`src/rtl/triangle_fetch.sv`:
```
// triangle_fetch -- data-fetch responder for the triangle pipeline controller.
//
// On an accepted fetch_start the block reads one triangle through a
// single-outstanding-read memory master: nine vertex coordinates
// (v0.x, v0.y, v0.z, v1.x, ... v2.z) from consecutive COORD_WIDTH/8-byte
// slots starting at curr_addr_vertex, then one colour word from
// curr_addr_color. Data is collected in shadow registers and committed to
// the outputs in a single cycle, so the outputs always hold a complete
// triangle. fetch_eoc rises in the same cycle as the new data.
//
// Ports
//   clk, reset            clock, synchronous active-high reset
//   fetch_start           one-cycle request, accepted only while fetch_eoc=1
//   curr_addr_vertex      byte address of v0.x (sampled on accept)
//   curr_addr_color       byte address of the colour (sampled on accept)
//   fetch_vertexes[i][j]  vertex i, component j (x,y,z)
//   fetch_color           triangle colour
//   fetch_eoc             high = idle and outputs valid
//   mem_read/mem_address  read request, held while mem_waitrequest=1
//   mem_waitrequest       slave stall
//   mem_readdata          read data (low COORD/COLOR_WIDTH bits used)
//   mem_readdatavalid     read data valid
//   fetch_err             (TRIANGLE_FETCH_PROTO_CHECK_EN only) sticky flag for
//                         fetch_start while busy or readdatavalid outside WAIT
//
// Optional feature macro: TRIANGLE_FETCH_PROTO_CHECK_EN
// DATA_WIDTH must be >= max(COORD_WIDTH, COLOR_WIDTH).

module triangle_fetch #(
  parameter int ADDR_WIDTH  = 32,
  parameter int COORD_WIDTH = 16,
  parameter int COLOR_WIDTH = 16,
  parameter int DATA_WIDTH  = 16
) (
  input  logic                                clk,
  input  logic                                reset,
  input  logic                                fetch_start,
  input  logic [ADDR_WIDTH-1:0]               curr_addr_vertex,
  input  logic [ADDR_WIDTH-1:0]               curr_addr_color,
  output logic [2:0][2:0][COORD_WIDTH-1:0]    fetch_vertexes,
  output logic [COLOR_WIDTH-1:0]              fetch_color,
  output logic                                fetch_eoc,
`ifdef TRIANGLE_FETCH_PROTO_CHECK_EN
  output logic                                fetch_err,
`endif
  output logic                                mem_read,
  output logic [ADDR_WIDTH-1:0]               mem_address,
  input  logic                                mem_waitrequest,
  input  logic [DATA_WIDTH-1:0]               mem_readdata,
  input  logic                                mem_readdatavalid
);

  localparam int STRIDE = COORD_WIDTH / 8;

  typedef enum logic [1:0] {S_IDLE, S_REQ, S_WAIT, S_DONE} state_t;

  state_t                          r_state;
  logic [3:0]                      r_k;
  logic [ADDR_WIDTH-1:0]           r_vbase;
  logic [ADDR_WIDTH-1:0]           r_cbase;
  // Shadow slots 0..8 laid out so slot k lands on [k/3][k%3] of the output.
  logic [8:0][COORD_WIDTH-1:0]     r_sh_v;
  logic [COLOR_WIDTH-1:0]          r_sh_c;
  logic [2:0][2:0][COORD_WIDTH-1:0] r_vert;
  logic [COLOR_WIDTH-1:0]          r_color;
  logic                            r_eoc;
  logic                            r_mem_read;
  logic [ADDR_WIDTH-1:0]           r_mem_address;

  logic [3:0]                      w_next_k;
  logic [ADDR_WIDTH-1:0]           w_next_addr;

  assign w_next_k = r_k + 4'd1;
  // Address of the next request; wraps modulo 2^ADDR_WIDTH by construction.
  assign w_next_addr = (w_next_k == 4'd9) ? r_cbase
                     : r_vbase + ADDR_WIDTH'(w_next_k) * ADDR_WIDTH'(STRIDE);

  always_ff @(posedge clk) begin
    if (reset) begin
      r_state       <= S_IDLE;
      r_k           <= '0;
      r_vbase       <= '0;
      r_cbase       <= '0;
      r_sh_v        <= '0;
      r_sh_c        <= '0;
      r_vert        <= '0;
      r_color       <= '0;
      r_eoc         <= 1'b1;
      r_mem_read    <= 1'b0;
      r_mem_address <= '0;
    end else begin
      case (r_state)
        S_IDLE: begin
          if (fetch_start) begin
            r_vbase       <= curr_addr_vertex;
            r_cbase       <= curr_addr_color;
            r_k           <= '0;
            r_mem_read    <= 1'b1;
            r_mem_address <= curr_addr_vertex;
            r_eoc         <= 1'b0;
            r_state       <= S_REQ;
          end
        end
        S_REQ: begin
          // Address and read stay untouched while the slave stalls.
          if (!mem_waitrequest) begin
            r_mem_read <= 1'b0;
            r_state    <= S_WAIT;
          end
        end
        S_WAIT: begin
          if (mem_readdatavalid) begin
            if (r_k == 4'd9) begin
              r_sh_c  <= mem_readdata[COLOR_WIDTH-1:0];
              r_state <= S_DONE;
            end else begin
              r_sh_v[r_k]   <= mem_readdata[COORD_WIDTH-1:0];
              r_k           <= w_next_k;
              r_mem_read    <= 1'b1;
              r_mem_address <= w_next_addr;
              r_state       <= S_REQ;
            end
          end
        end
        S_DONE: begin
          // Atomic commit: all ten fields and fetch_eoc change together.
          r_vert  <= r_sh_v;
          r_color <= r_sh_c;
          r_eoc   <= 1'b1;
          r_state <= S_IDLE;
        end
        default: r_state <= S_IDLE;
      endcase
    end
  end

`ifdef TRIANGLE_FETCH_PROTO_CHECK_EN
  logic r_err;
  always_ff @(posedge clk) begin
    if (reset)
      r_err <= 1'b0;
    else if ((fetch_start && !r_eoc) || (mem_readdatavalid && r_state != S_WAIT))
      r_err <= 1'b1;
  end
  assign fetch_err = r_err;
`endif

  assign fetch_vertexes = r_vert;
  assign fetch_color    = r_color;
  assign fetch_eoc      = r_eoc;
  assign mem_read       = r_mem_read;
  assign mem_address    = r_mem_address;

endmodule
```
`config.mk`:
```
export PLATFORM = sky130hd
export DESIGN_NAME = triangle_fetch
export DESIGN_NICKNAME = d
export VERILOG_FILES = /design/src/rtl/triangle_fetch.sv
export SDC_FILE = /design/constraint.sdc
export NUM_CORES = 1
export LEC_CHECK = 0
export BUFFER_PORTS_ARGS = -buffer_cell sky130_fd_sc_hd__buf_2
export CORE_UTILIZATION = 56
export CTS_CLUSTER_DIAMETER = 100
export DETAILED_ROUTE_END_ITERATION = 12
export PLACE_DENSITY = 0.78
export SYNTH_ARGS = -nofsm -noshare
export SYNTH_HDL_FRONTEND = slang
export SYNTH_SLANG_ARGS = --single-unit
```
`constraint.sdc`:
```
create_clock -name clk -period 3.05 [get_ports clk]
set_input_delay 0.61 -clock clk [delete_from_list [all_inputs] [get_ports clk]]
set_output_delay 0.61 -clock clk [all_outputs]
set_load 0.02 [all_outputs]
```
==> results of run 1 <==
## stage by stage
step | setup slack, ns | cell area (um^2) | total power [mW] | hold slack, ns
2_1_floorplan | 0.511 | 16500 | 6.27 | 0.432
3_3_place_gp | 0.319 | 18000 | 6.54 | 0.436
3_5_place_dp | 0.199 | 18000 | 6.55 | 0.443
4_1_cts | 0.156 | 19400 | 11.5 | 0.302
5_1_grt | 0.000349 | 19400 | 11.8 | 0.315
6_report | 0.187 | 19400 | 11.5 | 0.314
## sequential cells by signal (all words and copies together), names as in the netlist
| signal | count |
|---|---|
| fetch_vertexes | 144 |
| r_sh_v | 144 |
| mem_address | 32 |
| r_cbase | 32 |
| r_vbase | 32 |
| fetch_color | 16 |
| r_sh_c | 16 |
| r_k | 4 |
| r_state | 2 |
| fetch_eoc | 1 |
| mem_read | 1 |
## metal layers
layer	vias to the layer above	global-route usage
met5	-	0
met4	2	0.109
met3	119	0.0507
met2	735	0.475
met1	7095	0.410
li1	7237	-
## cells in the final DEF, fill, tap and decap left out, types with 8 or more instances in the layout
master and n:
sky130_fd_sc_hd__mux2i_1 67, sky130_fd_sc_hd__inv_1 12, sky130_fd_sc_hd__o21ai_0 24, sky130_fd_sc_hd__nand3_1 27, sky130_fd_sc_hd__nand4_1 23, sky130_fd_sc_hd__ha_1 9
sky130_fd_sc_hd__clkbuf_16 42, sky130_fd_sc_hd__nor3_1 12, sky130_fd_sc_hd__buf_2 277, sky130_fd_sc_hd__o221ai_1 20, sky130_fd_sc_hd__a21oi_1 336, sky130_fd_sc_hd__o22ai_1 8
sky130_fd_sc_hd__and2_1 10, sky130_fd_sc_hd__a311oi_1 14, sky130_fd_sc_hd__buf_4 26, sky130_fd_sc_hd__nor2_1 99, sky130_fd_sc_hd__clkbuf_8 12, sky130_fd_sc_hd__dfxtp_1 424
sky130_fd_sc_hd__nand2_1 670
## power groups by stage
stage | registers (mW) | clock network [mW] | logic (mW)
detailed placement | 5.86 | 0 | 0.685
floorplan | 5.87 | 0 | 0.398
finish | 5.75 | 5.02 | 0.700
global route | 5.75 | 5.32 | 0.754
CTS | 5.74 | 5.07 | 0.688
global placement | 5.86 | 0 | 0.674
## cell type report
type	count	area, um^2
inverters	13	48.8
multi-input cells	1448	7330
well taps	384	480
clock buffers	61	1240
flip-flops and latches	424	8490
clock inverters	10	106
repair buffers	308	1680
fillers	2427	9490
## cells in the mapped netlist, types with 9 or more instances
library cell                 n
sky130_fd_sc_hd__ha_1        9
sky130_fd_sc_hd__nor3_1     12
sky130_fd_sc_hd__o221ai_1   20
sky130_fd_sc_hd__nand2_1   671
sky130_fd_sc_hd__mux2i_1    67
sky130_fd_sc_hd__a21oi_1   336
sky130_fd_sc_hd__inv_1      12
sky130_fd_sc_hd__nand4_1    23
sky130_fd_sc_hd__clkbuf_1  122
sky130_fd_sc_hd__nor2_1     99
sky130_fd_sc_hd__nand3_1    27
sky130_fd_sc_hd__dfxtp_1   424
sky130_fd_sc_hd__a311oi_1   14
sky130_fd_sc_hd__o21ai_0    24
sky130_fd_sc_hd__buf_2      29
sky130_fd_sc_hd__and2_1     11
## worst paths after layout
| kind | depth (start not counted) | end |
|---|---|---|
| worst max-delay path | 10 | mem_address[15]$_SDFFE_PP0P_ |
| worst min register to register | 2 | fetch_color[15]$_SDFFE_PP0P_ |
| worst max register to register | 10 | mem_address[15]$_SDFFE_PP0P_ |
| worst min-delay path | 3 | r_cbase[1]$_SDFFE_PP0P_ |
## worst max-delay path: cells and delay by family, from the launching register on
| family | cells | cell delay (ns) |
|---|---|---|
| adder cells (fa/ha/maj) | 2 | 0.76 |
| AO/OA/AOI/OAI | 2 | 0.59 |
| AND/OR/NAND/NOR | 2 | 0.47 |
| flip-flops | 1 | 0.43 |
| buffers and inverters | 3 | 0.38 |
| XOR/XNOR | 1 | 0.10 |
## cell families (layout without fill, tap and decap cells)
kind of cell	after synthesis	in the layout
compound gates	461	461
xor+xnor	12	12
fa+ha+maj	10	10
buf+inv	177	392
flops	424	424
mux	67	67
simple gates	898	898
## timing repair
| action | 4_1_cts | 5_1_grt |
|---|---|---|
| endpoints found under the hold margin | 0 | 0 |
| resized for setup | 0 | 4 |
| setup endpoints to repair | 0 | 3 |
==> results.md, run 1 <==
- Result of the run: complete, no violations
- TritonCTS clock tree: built
- Average via count per standard cell: 5.74
- Final core utilization: 0.671
- Final-report hold violation count: 0
- Total Negative Setup Slacks: 0 ns
- Power per unit of standard cell area: 592 nW/um^2
- Combinational family with the most area after synthesis: simple AND/OR/NAND/NOR gates
- Portion of the clock cycle consumed by the worst path in the final layout: 0.939
- Final max-slew violation count: 0
- Most instantiated flip-flop cell in the synthesis netlist: sky130_fd_sc_hd__dfxtp_1
- Rows: 62
- Half-perimeter wire length after detailed placement: 29800 um
- Simple-gate share of the synthesized area: 0.227
- Clock-pin slew on the worst setup and hold paths: 0.06 ns
- Number of antenna violations at the first check in global routing: 2
- Share of synthesized area spent on multiplexers: 0.0407
- Root buffer cell: sky130_fd_sc_hd__clkbuf_16
- Buffer depth of the longest clock path: 3
- Synth-to-Final Area Change: 17.4%
- Total wire length: 46500 um
- Unique masters post-synth: 74
- Residual antenna-violating net count after detailed routing: 0
- Routed length per instance: 17.6 um
- Slowest stage cell on the critical path: sky130_fd_sc_hd__dfxtp_1
- Relative contribution of combinational cells to total power: 0.061
- Share of async-settable or async-resettable flops after synthesis: 0
- Share of the synthesized netlist area taken by xor and xnor gates: 0.00637
- Max-cap check violation count: 0
- H-tree Lvls: 2
- Flop and latch count out of synthesis: 424
- GPL Wtd Cong: 0.894
- Via count: 15200
- Worst-Margin Slew: 1.01 ns
- Latest clock arrival within the worst-skew pair: 0.54 ns
- Number of buffers created by CTS: 42
- Library cell occupying the most area in the post-synthesis netlist: sky130_fd_sc_hd__dfxtp_1
- Clock power share: 0.438
- Source of the worst register-to-register timing path: r_k[0]$_SDFFE_PP0P_
- All-layer global routing usage: 0.299
- Finished Layout Cells: 2648
- Post-Synthesis Cell Area: 16500 um^2
- Worst EP required: 3.47 ns
- Clock sink count: 424
- Initial standard-cell utilization of the core: 0.572
- Max IR drop VDD: 0.466 mV
- Synthesized-area fraction occupied by ao, oa, aoi and oai cells: 0.160
- Share of total power in sequential cells: 0.501
- Number of nets produced by synthesis: 2144
- Switching pwr: 2.70 mW
- Fraction of post-synthesis cell area in the top cell type by area: 0.515
- Leading cell types by total area after synthesis: sky130_fd_sc_hd__dfxtp_1 51%, sky130_fd_sc_hd__nand2_1 15%, sky130_fd_sc_hd__a21oi_1 10%, sky130_fd_sc_hd__mux2i_1 4.1%, sky130_fd_sc_hd__clkbuf_1 2.8%
- Final critical delay including setup and external delays: 2.86 ns
- Pleak: 7.85 nW
- Cell count after synthesis: 2049
- CTS hold repair buffers: 0
- Number of global-route vias before repair: 13600
- Buffers inserted by post-CTS timing repair: 0
- Cell repeated most along the worst path: sky130_fd_sc_hd__inv_1
- Crit path kind: flip-flop to flip-flop
- Total gr overflow: 0
- WL met3: 4020 um
- Longest individual stage delay on the worst path: 0.43 ns
- Internal power consumption: 8.78 mW
- Share of cells above drive strength 1: 0.177
- Startpoint of the worst hold path: curr_addr_color[1]
- Achievable clock frequency: 0.349 GHz
- Final nets: 2332
- Switching share of total power: 0.235
- Met1 wire length: 19600 um
- Largest driver fanout on the critical path: 11
- # port buffers: 278
- Maximum number of pins on one net before global-route repair: 220
- Relative max-transition margin: 0.330
- Antenna cell count: 0
- Yosys synthesis warning count: 0
- Chain of cells forming the critical path: inv_1 > ha_1 > inv_1 > fa_1 > nand2b_1 > a21o_4 > buf_4 > nor3_1 > xnor2_1 > o311ai_0
- Post-synth EDFFs: 0
- DRC violations left: 0
- Die width: 174 um
- Start point of the critical path: r_k[0]$_SDFFE_PP0P_
- Syn avg cell area: 8.05 um^2
- Die Area: 30100 um^2
- Count of pins on the block boundary: 279
- Chip Height: 174 um
- Global-route wire length before repair: 72600 um
- Violation count after the first detailed-route iteration: 1590
- RSZ-0062 raised after global routing: false
- Number of cells in the design after placement: 2577
- Path class of the lowest-slack min-delay path: primary input to flip-flop
- Register-to-register path setup slack: 0.19 ns
- Final clock skew: 0.0218 ns
- Setup crit end kind: flip-flop
- Data arrival time of the critical path: 3.28 ns
- Length of routed met2 wiring: 21300 um
- CORE AREA: 28900 um^2
- CP startpoint kind: flip-flop
- Final-report setup violation count: 0
- Count of TritonRoute iterations in the first routing pass: 6
- Part of the Yosys area used for sequential elements: 0.515
- Arithmetic-cell share of the synthesized area counting full adders, half adders and majority gates: 0.00804
- Highest metal layer with signal wires: met5
No activity file was read; power rests on OpenSTA's default activity.
==> inputs of run 2 (changes only) <==
--- a/config.mk
+++ b/config.mk
@@ -9,6 +9,7 @@
 export CORE_UTILIZATION = 56
 export CTS_CLUSTER_DIAMETER = 100
 export DETAILED_ROUTE_END_ITERATION = 12
+export MAX_ROUTING_LAYER = met4
 export PLACE_DENSITY = 0.78
 export SYNTH_ARGS = -nofsm -noshare
 export SYNTH_HDL_FRONTEND = slang
==> results.md, run 2 (synthesized netlist as in run 1, its figures left out) <==
- Met1 Usage GRT: 0.423 (+0.0131)
- Achievable clock frequency: 0.365 GHz (+4.4%)
- Total power of the final layout: 11.7 mW (+1.7%)
- GPL Wtd Cong: 0.925 (+3.4%)
- Result of the run: complete, no violations
- Number of buffers created by CTS: 42 (unchanged)
- Rows: 62 (unchanged)
- Worst setup slack after layout: 0.308 ns (+0.121 ns)
- Maximum number of pins on one net before global-route repair: 149 (-32%)
- Global-route wire length before repair: 74200 um (+2.2%)
- Root buffer cell: sky130_fd_sc_hd__clkbuf_16
- Portion of the clock cycle consumed by the worst path in the final layout: 0.899 (-0.0396)
- Total gr overflow: 0 (unchanged)
- Clock-pin slew on the worst setup and hold paths: 0.06 ns (about the same)
- Relative contribution of combinational cells to total power: 0.060 (about the same)
- CORE AREA: 28900 um^2 (unchanged)
- Source of the worst register-to-register timing path: r_k[1]$_SDFFE_PP0P_
- Power per unit of standard cell area: 600 nW/um^2 (+1.3%)
- Share of total power in sequential cells: 0.492 (-0.009)
- Count of TritonRoute iterations in the first routing pass: 5 (-1)
- CP startpoint kind: flip-flop
- Met3 demand-to-capacity share in global routing: 0.0480 (-0.00263)
- Startpoint of the worst hold path: curr_addr_color[18]
- Synth-to-Final Area Change: 17.9%
- Largest driver fanout on the critical path: 10 (-1)
- Met2 Usage GRT: 0.480 (+0.00502)
- Average via count per standard cell: 5.72 (-0.21%)
- Peak-usage layer in the global routing report: met2
- Worst reg2reg path endpoint: mem_address[16]$_SDFFE_PP0P_
- H-tree Lvls: 2 (unchanged)
- Max-cap check violation count: 0 (unchanged)
- Final max-slew violation count: 0 (unchanged)
- Worst slack at placement: 0.259 ns (+0.0599 ns)
- Switching share of total power: 0.235 (-0.000315)
- Setup crit end kind: flip-flop
- Register-to-register path setup slack: 0.31 ns (+0.12 ns)
- Final critical delay including setup and external delays: 2.74 ns (-0.121 ns)
- Buffer depth of the longest clock path: 3 (unchanged)
- Internal power consumption: 8.93 mW (+1.8%)
- Cell area after layout: 19400 um^2 (+0.38%)
- Die Area: 30100 um^2 (unchanged)
- Worst EP required: 3.46 ns (about the same)
- Share of cells above drive strength 1: 0.179 (+0.00225)
- Count of filler cells inserted in the layout: 2416 (-0.45%)
- Half-perimeter wire length after detailed placement: 30600 um (+2.9%)
- Clock sink count: 424 (unchanged)
- Most common library cell in the layout ignoring fill and taps: sky130_fd_sc_hd__nand2_1
- Total wire length: 47100 um (+1.3%)
- Path class of the lowest-slack min-delay path: primary input to flip-flop
- RSZ-0062 raised after global routing: false
- Chip Height: 174 um (unchanged)
- TritonCTS clock tree: built
- Final-report hold violation count: 0 (unchanged)
- # port buffers: 278 (unchanged)
- Endpoint, Worst Hold: r_cbase[18]$_SDFFE_PP0P_
- Routed length per instance: 17.8 um (+1.1%)
- Die width: 174 um (unchanged)
- Latest clock arrival within the worst-skew pair: 0.55 ns (about the same)
- DRC violations left: 0 (unchanged)
- Final clock skew: 0.0175 ns (-0.00427 ns)
- Initial standard-cell utilization of the core: 0.572 (unchanged)
- Worst-Margin Slew: 0.917 ns (-0.0885 ns)
- Data arrival time of the critical path: 3.15 ns (-0.13 ns)
- Total Negative Setup Slacks: 0 ns (unchanged)
- Final-report setup violation count: 0 (unchanged)
- Relative max-transition margin: 0.386 (+0.0564)
- Cell area after placement: 18000 um^2 (+0.11%)
- Worst Reg-to-Reg Cells: 9 (-1)
- Top library cells by usage in the layout, fill and taps aside: 670 x sky130_fd_sc_hd__nand2_1, 423 x sky130_fd_sc_hd__dfxtp_1, 336 x sky130_fd_sc_hd__a21oi_1, 277 x sky130_fd_sc_hd__buf_2, 99 x sky130_fd_sc_hd__nor2_1
- Number of antenna violations at the first check in global routing: 1 (-1)
- Hold Path Cell Cnt: 3 (unchanged)
- Switching pwr: 2.74 mW (+1.6%)
- All-layer global routing usage: 0.315 (+0.0163)
- Final nets: 2333 (+0.043%)
- Clock power share: 0.448 (+0.010)
- Number of global-route vias before repair: 13900 (+2.3%)
- Pleak: 7.90 nW (+0.64%)
- Via count: 15200 (+0.020%)
- Max IR drop VDD: 0.353 mV (-24%)
- Count of pins on the block boundary: 279 (unchanged)
- Violation count after the first detailed-route iteration: 1429 (-10%)
- Residual antenna-violating net count after detailed routing: 0 (unchanged)
- Crit path kind: flip-flop to flip-flop
## run 2: cell count changes in the layout (fill, tap and decap cells not counted), sizes merged
| cell | before | now |
|---|---|---|
| diode | 0 | 1 |
| clkbuf | 61 | 59 |
| bufinv | 1 | 3 |
| buf | 308 | 309 |
| clkinv | 7 | 13 |
| clkinvlp | 2 | 0 |
## run 2: worst max-delay path, cell delays in order, from the launching register on
cell and delay [ns]:
sky130_fd_sc_hd__dfxtp_1 0.39, sky130_fd_sc_hd__and2_1 0.24, sky130_fd_sc_hd__nand2_1 0.09, sky130_fd_sc_hd__xnor2_1 0.16
sky130_fd_sc_hd__ha_1 0.39, sky130_fd_sc_hd__nand3_1 0.13, sky130_fd_sc_hd__o211ai_2 0.57, sky130_fd_sc_hd__nand4_1 0.17
sky130_fd_sc_hd__a211oi_1 0.32, sky130_fd_sc_hd__o21ai_0 0.14
## run 2: power groups by stage
stage,combinational (mW),clock (mW),sequential (mW)
floorplan,0.398,0,5.87
global placement,0.677,0,5.86
detailed placement,0.690,0,5.86
CTS,0.692,5.26,5.74
global route,0.755,5.51,5.75
finish,0.700,5.22,5.75
## run 2: worst max-delay path by stage
stage,start,endpoint,slack [ns],depth (start not counted)
2_1_floorplan,r_k[0]$_SDFFE_PP0P_,mem_address[27]$_SDFFE_PP0P_,0.51,10
3_3_place_gp,r_k[0]$_SDFFE_PP0P_,mem_address[27]$_SDFFE_PP0P_,0.29,9
3_5_place_dp,r_k[0]$_SDFFE_PP0P_,mem_address[27]$_SDFFE_PP0P_,0.26,9
4_1_cts,r_k[0]$_SDFFE_PP0P_,mem_address[27]$_SDFFE_PP0P_,0.20,9
5_1_grt,r_k[1]$_SDFFE_PP0P_,mem_address[27]$_SDFFE_PP0P_,0.08,9
6_report,r_k[1]$_SDFFE_PP0P_,mem_address[16]$_SDFFE_PP0P_,0.31,9
## run 2: final cells by class
class / instances / area, um^2 / area share
clock inverter: 16 / 185 / 0.00952
tap: 384 / 480 / 0.0247
timing repair buffer: 309 / 1700 / 0.0873
antenna: 1 / 2.50 / 0.000129
clock buffer: 59 / 1220 / 0.0630
sequential: 424 / 8490 / 0.437
inverter: 13 / 48.8 / 0.00251
multi-input combinational: 1448 / 7320 / 0.376
## run 2: stage by stage
step / instances / utilization / hold WS (ns)
finish: 2654 / 0.674 / 0.308
global route: 2654 / 0.674 / 0.313
CTS: 2653 / 0.674 / 0.299
detailed placement: 2578 / 0.625 / 0.443
global placement: 2578 / 0.625 / 0.437
floorplan: 2049 / - / 0.432
## run 2: what timing repair did
action / in CTS / in global routing
gates resized for setup: 0 / 3
setup buffers: 0 / 0
setup endpoints to repair: 0 / 2
hold buffers: 0 / 0
## run 2: metal layers
metal / vias to the layer above / part of all wire
met2: 688 / 0.46
met1: 7142 / 0.43
met4: 0 / 0.035
li1: 7234 / -
met3: 127 / 0.076
met5: - / 0
